===== config.mk =====
export PLATFORM = sky130hd
export DESIGN_NAME = fetch_unit
export DESIGN_NICKNAME = d
export VERILOG_FILES = /design/src/rtl/fetch_unit.sv
export SDC_FILE = /design/constraint.sdc
export NUM_CORES = 1
export LEC_CHECK = 0
export ABC_AREA = 1
export BUFFER_PORTS_ARGS = -buffer_cell sky130_fd_sc_hd__buf_2
export CELL_PAD_IN_SITES_DETAIL_PLACEMENT = 1
export CELL_PAD_IN_SITES_GLOBAL_PLACEMENT = 2
export CORE_MARGIN = 5
export CORE_UTILIZATION = 25
export CTS_BUF_LIST = sky130_fd_sc_hd__clkbuf_4 sky130_fd_sc_hd__clkbuf_8 sky130_fd_sc_hd__clkbuf_16
export DETAILED_ROUTE_END_ITERATION = 10
export PLACE_DENSITY_LB_ADDON = 0.05
export SYNTH_ARGS = -nofsm -noshare
export SYNTH_HDL_FRONTEND = slang
export SYNTH_SLANG_ARGS = --single-unit

===== constraint.sdc =====
create_clock -name clk -period 1.53 [get_ports clk]
set_clock_uncertainty 0.1 [all_clocks]
set_input_delay 0.0765 -clock clk [delete_from_list [all_inputs] [get_ports clk]]
set_output_delay 0.0765 -clock clk [all_outputs]
set_load 0.005 [all_outputs]

===== src/rtl/fetch_unit.sv =====
// Program counter and fetch stage: drives instruction memory and registers each instruction with its PC
// toward decode over a valid/ready handshake. Define FETCH_PERF_EN to add the saturating fetch_count output.
module fetch_unit #(
  parameter int ADDR_WIDTH = 8,
  parameter int INSTR_WIDTH = 8,
  parameter logic [ADDR_WIDTH-1:0] RESET_PC = '0
) (
  input  logic                   clk,
  input  logic                   rst_n,
  output logic [ADDR_WIDTH-1:0]  instruction_address,
  input  logic [INSTR_WIDTH-1:0] instruction_data,
  input  logic                   branch_taken,
  input  logic [ADDR_WIDTH-1:0]  branch_target,
  input  logic                   halt_request,
  input  logic                   fetch_ready,
  output logic                   fetch_valid,
  output logic [INSTR_WIDTH-1:0] fetch_instruction,
  output logic [ADDR_WIDTH-1:0]  fetch_pc,
  output logic                   halted
`ifdef FETCH_PERF_EN
  ,
  output logic [15:0]            fetch_count
`endif
);

  localparam logic [1:0] BOOT   = 2'd0;
  localparam logic [1:0] FETCH  = 2'd1;
  localparam logic [1:0] HALTED = 2'd2;

  logic [1:0]             state_q, state_d;
  logic [ADDR_WIDTH-1:0]  pc_q, pc_d;
  logic                   valid_q, valid_d;
  logic [INSTR_WIDTH-1:0] instr_q, instr_d;
  logic [ADDR_WIDTH-1:0]  fpc_q, fpc_d;
  logic                   accept;
  logic                   slotFree;

  assign accept   = valid_q & fetch_ready;
  assign slotFree = !valid_q | fetch_ready;

  always_comb begin
    state_d = state_q;
    pc_d    = pc_q;
    valid_d = valid_q;
    instr_d = instr_q;
    fpc_d   = fpc_q;
    case (state_q)
      BOOT: begin
        if (branch_taken) pc_d = branch_target;
        state_d = halt_request ? HALTED : FETCH;
      end
      FETCH: begin
        // Redirect flushes the output slot even if decode never took it.
        if (branch_taken) begin
          pc_d    = branch_target;
          valid_d = 1'b0;
          state_d = halt_request ? HALTED : FETCH;
        end else if (halt_request) begin
          state_d = HALTED;
          if (accept) valid_d = 1'b0;
        end else if (slotFree) begin
          instr_d = instruction_data;
          fpc_d   = pc_q;
          valid_d = 1'b1;
          pc_d    = pc_q + ADDR_WIDTH'(1);
        end
      end
      HALTED: begin
        if (branch_taken) begin
          pc_d    = branch_target;
          valid_d = 1'b0;
          state_d = FETCH;
        end else if (accept) begin
          valid_d = 1'b0;
        end
      end
      default: state_d = BOOT;
    endcase
  end

  always_ff @(posedge clk or negedge rst_n) begin
    if (!rst_n) begin
      state_q <= BOOT;
      pc_q    <= RESET_PC;
      valid_q <= 1'b0;
      instr_q <= '0;
      fpc_q   <= '0;
    end else begin
      state_q <= state_d;
      pc_q    <= pc_d;
      valid_q <= valid_d;
      instr_q <= instr_d;
      fpc_q   <= fpc_d;
    end
  end

  assign instruction_address = pc_q;
  assign fetch_valid         = valid_q;
  assign fetch_instruction   = instr_q;
  assign fetch_pc            = fpc_q;
  assign halted              = (state_q == HALTED);

`ifdef FETCH_PERF_EN
  logic [15:0] count_q, count_d;

  // Counts handshakes only; flushed instructions never complete one.
  always_comb begin
    count_d = count_q;
    if (accept && count_q != 16'hFFFF) count_d = count_q + 16'd1;
  end

  always_ff @(posedge clk or negedge rst_n) begin
    if (!rst_n) count_q <= '0;
    else        count_q <= count_d;
  end

  assign fetch_count = count_q;
`endif

endmodule


==> impl_metrics.py <==
metrics = {
    "clocking": {
        "cts_inserted_buffers": 3,
        "cts.clk_slew.worst_paths_ns": 0.10,
        "clk_path_buf_depth": 2,
        "cts_tree": "built",
        "clk-insertion-delay-late_ns": 0.27,
        "cts.sinks": 27,
        "cts_root_buffer": "clkbuf_8",
        "cts_htree_levels": 1,
    },
    "drt": {
        "num_vias": 1436,
        "drcViolationCount": 0,
        "ant_nets": 0,
        "drtIter0Drc": 33,
        "via_per_inst": 4.261,
        "drt_first_pass_iters": 4,
        "routedWlPerCell_um": 13.09,
        "wirelength_mm": 4.413,
    },
    "logic_synthesis": {
        "synth_area_leaders": "dfrtp_1 46%, nand2_1 18%, nand3_1 6.1%, ha_1 4.2%, o21ai_2 4.1%",
        "syn-num-nets": 217,
        "ys_types": 21,
        "synth_cells": 191,
        "async_flop_share_pct": 100.0,
        "ys_seq_area_share_pct": 45.61,
        "synth_top_area_share_pct": 45.61,
        "yosysWarnings": 0,
        "synth_edf_count": 0,
        "netlist.top_cell.by_area": "dfrtp_1",
        "syn_area_um2": 1481,
        "syn_avg_cell_area_um2": 7.756,
        "ys.flop_type": "dfrtp_1",
        "ys_ff_latch": 27,
    },
    "worst_setup_path": {
        "required_ns": 1.61,
        "critPathCaptureType": "register",
        "crit_type": "register to register",
        "startpoint_type": "register",
        "crit_path_max_fanout": 8,
        "critPathArrivalTime_ns": 1.54,
    },
    "cells_and_area": {
        "fillers": 726,
        "fin_util_pct": 36.46,
        "drive_gt1_share_pct": 37.79,
        "nNetsFinal": 289,
        "final_common_cell": "nand2_1",
        "syn_to_final_growth_pct": 44.00,
        "num_antenna_cells": 0,
        "fin_area_um2": 2133,
        "mostFrequentLayoutCells": "72 x nand2_1, 46 x buf_2, 26 x dfrtp_1",
    },
    "global_route": {
        "grt_pass1_vias": 1583,
        "grt_pass1_wl_mm": 7.334,
        "antenna_found_initial": 0,
        "gr-total-overflow": 0,
        "grt_max_degree": 28,
        "gr-usage-all-layers_pct": 12.19,
    },
    "power": {
        "ir_worst_vdd_uv": 714.1,
        "pwr-share-clk_pct": 11.1,
        "seqPwrFrac_pct": 35.2,
        "swShare_pct": 42.77,
        "p_int_uw": 2212,
        "finalPower_uw": 3864,
        "power.switching_uw": 1653,
        "power.leakage_uw": 0.001115,
        "power_density_nw_per_um2": 1811,
        "power_frac_comb_pct": 53.8,
    },
    "placed_design": {
        "hpwl_mm": 3.367,
        "io_buffers": 46,
        "postPlaceCellArea_um2": 1863,
        "gp_congestion": 0.7294,
    },
    "timing": {
        "finalSetupViolCount": 0,
        "slew_headroom_pct": 59.12,
        "fin_crit_sh_pct": 95.90,
        "tightest_slew_ns": 0.6132,
        "rsz0062_at_grt": "yes",
        "fin_crit_ns": 1.467,
        "slew_viol_final": 0,
        "max_freq_ghz": 0.6816,
        "setup_tns_ns": 0,
        "finalHoldViolCount": 0,
    },
    "floorplanning": {
        "start_util_pct": 25.32,
        "rows": 28,
        "dieArea_um2": 7566,
        "core-area_um2": 5851,
        "chipWidth_um": 86.98,
        "fp.dieH_um": 86.98,
        "pin_count": 47,
    },
    "hold_path": {
        "hold_path_class": "input pin to register",
    },
    "run_status": {
        "status": "complete, no violations",
    },
    "run": {
        "drv_cap": 0,
    },
}
==> critical path, cell delays in order, from the launching register on <==
cell        delay, ns
dfrtp_2          0.46
inv_4            0.10
ha_4             0.15
nor2_4           0.04
nand2_4          0.13
clkinvlp_4       0.14
nand3_1          0.10
nand2_1          0.06
nand2_1          0.06
nand2_1          0.05
==> cell families (layout without fill, tap and decap cells) <==
logic type	Yosys count	after routing	synth area share [%]
AOI/OAI and AO/OA	20	20	8.530
xor gates and xnor gates	1	1	0.5913
adders and majority gates	5	5	4.223
buffers and inverters	22	93	6.926
DFF	27	27	45.61
and+or+nand+nor	116	116	34.12
==> Yosys cell counts, types with 2 or more instances <==
| master | number |
|---|---|
| dfrtp_1 | 27 |
| nor2_1 | 14 |
| a21oi_1 | 2 |
| nand2_1 | 73 |
| ha_1 | 5 |
| buf_2 | 2 |
| inv_1 | 13 |
| o21ai_2 | 7 |
| nand3_1 | 18 |
| nand4_1 | 2 |
| inv_2 | 4 |
| o21ai_0 | 10 |
| buf_6 | 2 |
| nand2_2 | 5 |
==> registers in the layout, indices dropped and copies added, names as in the netlist <==
name / cells
state_q: 2
fetch_pc: 8
fetch_instruction: 8
instruction_address: 8
fetch_valid: 1
==> repair_timing <==
item,in CTS,in global routing
pin swaps,1,5
hold endpoints to repair,36,0
hold buffers,10,0
endpoints found under the setup margin,21,20
gates resized for setup,2,21
cloned,0,1
buffers inserted,1,1
==> routing by layer <==
metal	share of wire [%]	GRT usage (%)
met5	0	0
met4	0.59	2.550
met3	5.0	2.460
met1	48	16.28
met2	46	20.36
==> final cells by class <==
type | count | area (um^2) | share of cell area (%)
timing repair buffer | 70 | 451.7 | 21.17
clock buffer | 4 | 48.80 | 2.287
inverter | 18 | 75.07 | 3.519
tap | 75 | 93.84 | 4.399
timing repair inverter | 1 | 7.507 | 0.3519
sequential | 27 | 676.9 | 31.73
multi-input combinational | 142 | 779.5 | 36.54
==> path summary, 6_finish.rpt <==
path,cells after the start,slack [ns],to,startpoint
setup / recovery,9,0.06,instruction_address[3],state_q[0]
setup reg to reg,9,0.06,instruction_address[3],state_q[0]
hold reg to reg,2,0.38,fetch_instruction[0],fetch_instruction[0]
hold / removal,5,0.01,instruction_address[3],branch_target[3]
min in group asynchronous,2,0.25,fetch_pc[5],rst_n
max in group asynchronous,2,0.63,state_q[0],rst_n
==> per-stage QoR <==
stage	setup WS, ns	std cells	hold slack (ns)
3_3_place_gp	0.007401	320	0.04139
4_1_cts	0.004090	335	0.02037
5_1_grt	-0.02872	337	0.03587
6_report	0.06278	337	0.01396
2_1_floorplan	0.08249	191	-0.3191
3_5_place_dp	-0.04682	320	0.04168
==> power by group through the flow <==
stage	clock network (uW)	logic [uW]	registers, uW
after global placement	0	1790	1340
after CTS	451	1930	1350
after global routing	481	2360	1410
after floorplan	0	985	1340
final	427	2080	1360
after detailed placement	0	1830	1360
(Power assumes the default switching activity.)
